$ cat config.mk
export PLATFORM = sky130hd
export DESIGN_NAME = aes_128_key_sched
export DESIGN_NICKNAME = d
export VERILOG_FILES = /design/src/rtl/aes_128_key_sched.sv
export SDC_FILE = /design/constraint.sdc
export NUM_CORES = 2
export LEC_CHECK = 0
export ABC_AREA = 1
export BUFFER_PORTS_ARGS = -buffer_cell sky130_fd_sc_hd__buf_2
export CORE_MARGIN = 4
export CORE_UTILIZATION = 36
export DETAILED_ROUTE_END_ITERATION = 10
export PLACE_DENSITY = 0.6
export SLEW_MARGIN = 40
export SYNTH_ARGS = -nofsm -noshare
export SYNTH_HDL_FRONTEND = slang
export SYNTH_SLANG_ARGS = --single-unit
$ cat constraint.sdc
create_clock -name clk -period 9.33 [get_ports clk]
set_clock_uncertainty 0.1 [all_clocks]
set_input_delay 0.933 -clock clk [delete_from_list [all_inputs] [get_ports clk]]
set_output_delay 0.933 -clock clk [all_outputs]
set_load 0.05 [all_outputs]
$ cat src/rtl/aes_128_key_sched.sv
// AES-128 key schedule: expands a cipher key into rk0..rk10, one round key
// per clock, then serves the round keys to the cipher core in order.
//
// state  | meaning
// IDLE   | no valid schedule, waiting for key_load
// EXPAND | computing rk1..rk10, one round key per cycle
// READY  | schedule complete, key_round = rk[idx]
module aes_128_key_sched (
  input  logic         clk,
  input  logic         kill,
  input  logic [127:0] key_in,
  input  logic         key_load,
  input  logic         key_ready,
  input  logic         restart,
  output logic [127:0] key_round,
  output logic         key_valid,
  output logic         busy,
  output logic         key_req_err_irq_pulse
);

  typedef enum logic [1:0] {
    IDLE   = 2'd0,
    EXPAND = 2'd1,
    READY  = 2'd2
  } state_e;

  localparam logic [3:0] LAST_RND = 4'd10;

  // Forward S-box, entry 0 in the most significant byte.
  localparam logic [2047:0] SBOX_TBL = {
    128'h637c777bf26b6fc53001672bfed7ab76,
    128'hca82c97dfa5947f0add4a2af9ca472c0,
    128'hb7fd9326363ff7cc34a5e5f171d83115,
    128'h04c723c31896059a071280e2eb27b275,
    128'h09832c1a1b6e5aa0523bd6b329e32f84,
    128'h53d100ed20fcb15b6acbbe394a4c58cf,
    128'hd0efaafb434d338545f9027f503c9fa8,
    128'h51a3408f929d38f5bcb6da2110fff3d2,
    128'hcd0c13ec5f974417c4a77e3d645d1973,
    128'h60814fdc222a908846eeb814de5e0bdb,
    128'he0323a0a4906245cc2d3ac629195e479,
    128'he7c8376d8dd54ea96c56f4ea657aae08,
    128'hba78252e1ca6b4c6e8dd741f4bbd8b8a,
    128'h703eb5664803f60e613557b986c11d9e,
    128'he1f8981169d98e949b1e87e9ce5528df,
    128'h8ca1890dbfe6426841992d0fb054bb16
  };

  function automatic logic [7:0] sbox(input logic [7:0] b);
    logic [10:0] base;
    base = 11'd2047 - {b, 3'b000};
    return SBOX_TBL[base -: 8];
  endfunction

  function automatic logic [7:0] rcon(input logic [3:0] r);
    case (r)
      4'd1:    rcon = 8'h01;
      4'd2:    rcon = 8'h02;
      4'd3:    rcon = 8'h04;
      4'd4:    rcon = 8'h08;
      4'd5:    rcon = 8'h10;
      4'd6:    rcon = 8'h20;
      4'd7:    rcon = 8'h40;
      4'd8:    rcon = 8'h80;
      4'd9:    rcon = 8'h1b;
      4'd10:   rcon = 8'h36;
      default: rcon = 8'h00;
    endcase
  endfunction

  state_e       state_q, state_d;
  logic [3:0]   rnd_q, rnd_d;
  logic [3:0]   idx_q, idx_d;
  logic [127:0] key_round_q, key_round_d;
  logic         err_q, err_d;

  // Round key storage; deliberately not reset, a fresh key_load rewrites it.
  logic [127:0] rk_q [0:10];
  logic         rk_we;
  logic [3:0]   rk_waddr;
  logic [127:0] rk_wdata;

  logic [3:0]   prev_idx;
  logic [127:0] rk_prev;
  logic [31:0]  rot_w, sub_w, temp_w;
  logic [31:0]  n0, n1, n2, n3;
  logic [3:0]   nxt_idx;

  // One round of the expansion: rk[rnd] from rk[rnd-1].
  always_comb begin
    prev_idx = (rnd_q == 4'd0 || rnd_q > LAST_RND) ? 4'd0 : rnd_q - 4'd1;
    rk_prev  = rk_q[prev_idx];
    rot_w    = {rk_prev[23:0], rk_prev[31:24]};
    sub_w    = {sbox(rot_w[31:24]), sbox(rot_w[23:16]),
                sbox(rot_w[15:8]),  sbox(rot_w[7:0])};
    temp_w   = sub_w ^ {rcon(rnd_q), 24'h0};
    n0       = rk_prev[127:96] ^ temp_w;
    n1       = rk_prev[95:64]  ^ n0;
    n2       = rk_prev[63:32]  ^ n1;
    n3       = rk_prev[31:0]   ^ n2;
  end

  // Next-state logic; key_load overrides everything, including the error pulse.
  always_comb begin
    state_d     = state_q;
    rnd_d       = rnd_q;
    idx_d       = idx_q;
    key_round_d = key_round_q;
    err_d       = 1'b0;
    rk_we       = 1'b0;
    rk_waddr    = rnd_q;
    rk_wdata    = {n0, n1, n2, n3};
    nxt_idx     = (idx_q >= LAST_RND) ? 4'd0 : idx_q + 4'd1;

    if (key_load) begin
      state_d     = EXPAND;
      rnd_d       = 4'd1;
      idx_d       = 4'd0;
      key_round_d = '0;
      rk_we       = 1'b1;
      rk_waddr    = 4'd0;
      rk_wdata    = key_in;
    end else begin
      if (key_ready && state_q != READY) err_d = 1'b1;
      case (state_q)
        IDLE: ;
        EXPAND: begin
          rk_we = 1'b1;
          if (rnd_q == LAST_RND) begin
            state_d     = READY;
            idx_d       = 4'd0;
            key_round_d = rk_q[0];
          end else begin
            rnd_d = rnd_q + 4'd1;
          end
        end
        READY: begin
          if (restart) begin
            idx_d       = 4'd0;
            key_round_d = rk_q[0];
          end else if (key_ready) begin
            idx_d       = nxt_idx;
            key_round_d = rk_q[nxt_idx];
          end
        end
        default: state_d = IDLE;
      endcase
    end
  end

  // Control registers, cleared asynchronously by kill.
  always_ff @(posedge clk or posedge kill) begin
    if (kill) begin
      state_q     <= IDLE;
      rnd_q       <= 4'd0;
      idx_q       <= 4'd0;
      key_round_q <= '0;
      err_q       <= 1'b0;
    end else begin
      state_q     <= state_d;
      rnd_q       <= rnd_d;
      idx_q       <= idx_d;
      key_round_q <= key_round_d;
      err_q       <= err_d;
    end
  end

  // Round key array write port.
  always_ff @(posedge clk) begin
    if (rk_we) rk_q[rk_waddr] <= rk_wdata;
  end

  assign key_round             = key_round_q;
  assign key_valid             = (state_q == READY);
  assign busy                  = (state_q == EXPAND);
  assign key_req_err_irq_pulse = err_q;

endmodule

==> results_dict.tcl <==
set metrics [dict create \
    dieWidth_microns 508 \
    yosysUniqueCellTypes 52 \
    rsz0062_at_grt "false" \
    fin_nets 10700 \
    drive_gt1_frac 0.106 \
    ctsHtreeMaxLevel 4 \
    grt_pass1_vias 82800 \
    cts-root-buf "clkbuf_16" \
    place.gp.congestion 1.04 \
    seqPwrFrac 0.248 \
    holdPathStages 3 \
    drt_iter0_drc 14800 \
    cts_tree "built" \
    groute.usage.overall 0.324 \
    antenna_found_initial 19 \
    setup_viol 0 \
    cts_buffers 174 \
    cpMostUsedCell "nand3_1" \
    p_sw_w 0.0215 \
    hold_path.class "in -> reg" \
    path_clk_slew_ns 0.06 \
    placeableCoreArea_sq_um 249000 \
    cp.required_ns 9.72 \
    worstHoldStart "key_ready" \
    grt_pass1_wl_microns 612000 \
    dieArea_sq_um 258000 \
    cts_sinks 1547 \
    area_growth_pct 12.3 \
    finalCritPeriodShare 0.750 \
    ir_worst_vdd_v 0.000249 \
    worstPathArrival_ns 7.38 \
    drt_wl_total_microns 436000 \
    slowest_delay_ns 0.50 \
    grt_overflow 0 \
    avgSynthCellArea_sq_um 8.54 \
    hpwlAfterDp_microns 279000 \
    power.internal_w 0.0197 \
    yosys.area.top_type_share 0.469 \
    synth_flop_cell "edfxtp_1" \
    design_area_sq_um 101000 \
    synthCells 10600 \
    critPathKind "reg -> reg" \
    grt_max_degree 173 \
    ant_nets 0 \
    initial_core_util 0.362 \
    slew_viol_final 0 \
    worstMarginPinSlew_ns 1.02 \
    io_pins 264 \
    seq_area_frac_synth 0.508 \
    start_kind "register" \
    timing.rr.end "rk_q[2][15]$_DFFE_PP_" \
    crit_fanout 45 \
    syn-num-nets 10800 \
    ctsHoldBuffers 1 \
    hold_viol 0 \
    core.rowCount 183 \
    drv_cap 0 \
    slew-limit-headroom 0.321 \
    ys_ff_latch 1547 \
    numPortBuffers 263 \
    dpl_cell_area_sq_um 95300 \
    yosys.area.top_type "edfxtp_1" \
    outcome "finished clean" \
    ys_async_sr_fraction 0.0899 \
    pwr-share-clk 0.169 \
    endpoint_kind "register" \
    cpMaxStageDelayCell "inv_6" \
    synth_area_leaders "edfxtp_1 (47%), nand2_1 (11%), nand3_1 (11%), o21ai_0 (5.2%), dfrtp_1 (3.9%)" \
    finalCriticalPeriod_ns 6.99 \
    holdPathEnd "key_req_err_irq_pulse$_DFF_PP0_" \
    clock_latency_ns 0.88 \
    reg2reg_depth 27 \
    avgRoutedWirePerCell_microns 31.1 \
    vias_per_cell 6.34 \
    remaining_drc_errors 0 \
    vias 88900 \
    r2r_setup_slack_ns 2.34 \
    powerDensity_nw_per_um2 407 \
    postCtsSetupRepairBufs 0 \
    synth_area_sq_um 90100 \
    regToRegStartpoint "rnd_q[0]$_DFFE_PP0P_" \
    p_sw_frac 0.522 \
    ctsResizeCount 0 \
    pwr-share-comb 0.583 \
    cts_buffer_depth 3 \
    dr.pass1.iters 7 \
    ys_warn_count 0 \
    power_leakage_nw 39.6 \
    die_y_microns 508 \
    final.setup.tns_ns 0 \
    synth_edf_count 1408 \
    clock.fmax_ghz 0.143 \
]
-- final cells by class --
cell class              count  area, sq um
diodes                      6         15.0
well taps                3330         4170
clock buffers             218         4610
repair buffers            650         4870
flip-flops and latches   1547        45800
clock inverters           103         1090
fillers                 24700       148000
multi-input cells        7649        38700
inverters                 518         2040
-- cell usage in the layout (no fill, tap or decap), drive strengths merged, types with 3 or more instances in the layout --
cell,netlist,routed
o31ai,97,97
buf,421,649
a21boi,21,21
nand4,46,46
dfrtp,139,139
o311ai,4,4
xor2,9,9
clkinvlp,0,11
o22ai,7,7
o21ai,992,992
bufinv,0,15
nor2,398,398
ha,64,64
clkinv,7,75
a21oi,495,495
nand3b,19,19
edfxtp,1408,1408
o211ai,413,413
nand3,1917,1917
or2,10,10
nand2,2726,2726
o21a,3,3
diode,0,6
a221oi,222,222
clkbuf,425,218
a32o,96,96
inv,511,520
a31oi,99,99
nor3,4,4
and2,5,5
-- power by group through the flow --
stage	Clock [W]	Sequential, W	Combinational [W]
global route	0.00735	0.0103	0.0252
detailed placement	0	0.0103	0.0231
finish	0.00698	0.0102	0.0240
global placement	0	0.0103	0.0232
floorplan	0	0.0108	0.0130
CTS	0.00705	0.0102	0.0231
-- synth_stat cells, types with 5 or more instances --
| library cell | number |
|---|---|
| nand2_1 | 2660 |
| nand3_1 | 1897 |
| edfxtp_1 | 1408 |
| o21ai_0 | 938 |
| a21oi_1 | 490 |
| inv_1 | 468 |
| clkbuf_1 | 425 |
| o211ai_1 | 411 |
| nor2_1 | 385 |
| buf_2 | 238 |
| a221oi_1 | 222 |
| dfrtp_1 | 139 |
| a31oi_1 | 98 |
| o31ai_1 | 97 |
| a32o_1 | 96 |
| buf_1 | 71 |
| buf_4 | 71 |
| ha_1 | 64 |
| nand2_2 | 57 |
| nand4_1 | 46 |
| o21ai_1 | 42 |
| buf_6 | 40 |
| inv_2 | 39 |
| a21boi_0 | 21 |
| nand3b_1 | 19 |
| nand3_2 | 13 |
| or2_2 | 10 |
| nand2_4 | 9 |
| nor2_2 | 9 |
| xor2_1 | 9 |
| o21ai_2 | 8 |
| clkinv_1 | 7 |
| nand3_4 | 7 |
| o22ai_1 | 7 |
| and2_1 | 5 |
-- metal layers --
metal  GRT usage  routed length, microns
met1       0.420                  161000
met2       0.478                  186000
met3      0.0793                   54500
met4       0.218                   34500
met5           0                     117
-- logic make-up (layout without fill, tap and decap cells) --
logic type | count (synthesis) | in the layout | share of synthesized area
fa+ha+maj | 64 | 64 | 0.00888
compound gates | 2451 | 2451 | 0.169
other cells | 0 | 6 | 0
simple gates | 5125 | 5125 | 0.247
flops | 1547 | 1547 | 0.508
xor+xnor | 9 | 9 | 0.000875
buf+inv | 1364 | 1489 | 0.0667
-- metrics by stage --
step,power (W),utilization,setup WS (ns),std cells,hold WS [ns]
6_report,0.0412,0.407,2.34,14000,0.243
5_1_grt,0.0429,0.407,2.06,14000,0.250
4_1_cts,0.0404,0.406,2.58,14000,0.188
3_5_place_dp,0.0334,0.383,2.63,13700,0.392
3_3_place_gp,0.0335,0.382,2.65,13700,0.391
2_1_floorplan,0.0238,-,0.175,10600,0.398
-- how the worst max path moves through the flow --
stage / startpoint / endpoint / slack [ns]
after floorplan: rnd_q[0]$_DFFE_PP0P_ / rk_q[0][0]$_DFFE_PP_ / 0.18
after global placement: rnd_q[0]$_DFFE_PP0P_ / rk_q[0][18]$_DFFE_PP_ / 2.65
after detailed placement: rnd_q[0]$_DFFE_PP0P_ / rk_q[0][18]$_DFFE_PP_ / 2.63
after CTS: rnd_q[0]$_DFFE_PP0P_ / rk_q[9][7]$_DFFE_PP_ / 2.58
after global routing: rnd_q[0]$_DFFE_PP0P_ / rk_q[0][7]$_DFFE_PP_ / 2.06
final: rnd_q[0]$_DFFE_PP0P_ / rk_q[2][15]$_DFFE_PP_ / 2.34
-- worst max-delay path: cells and delay by family (launching register included) --
kind	cells	cell delay [ns]
adders and majority gates	2	0.69
and+or+nand+nor	21	4.26
DFF	1	0.44
buffers and inverters	4	1.06
-- registers in the layout (all words and copies together), names as in the netlist --
register and flops:
rk_q 1408, state_q 2, key_round 128, key_req_err_irq_pulse 1
rnd_q 4, idx_q 4
No activity file was read; power rests on OpenSTA's default activity.
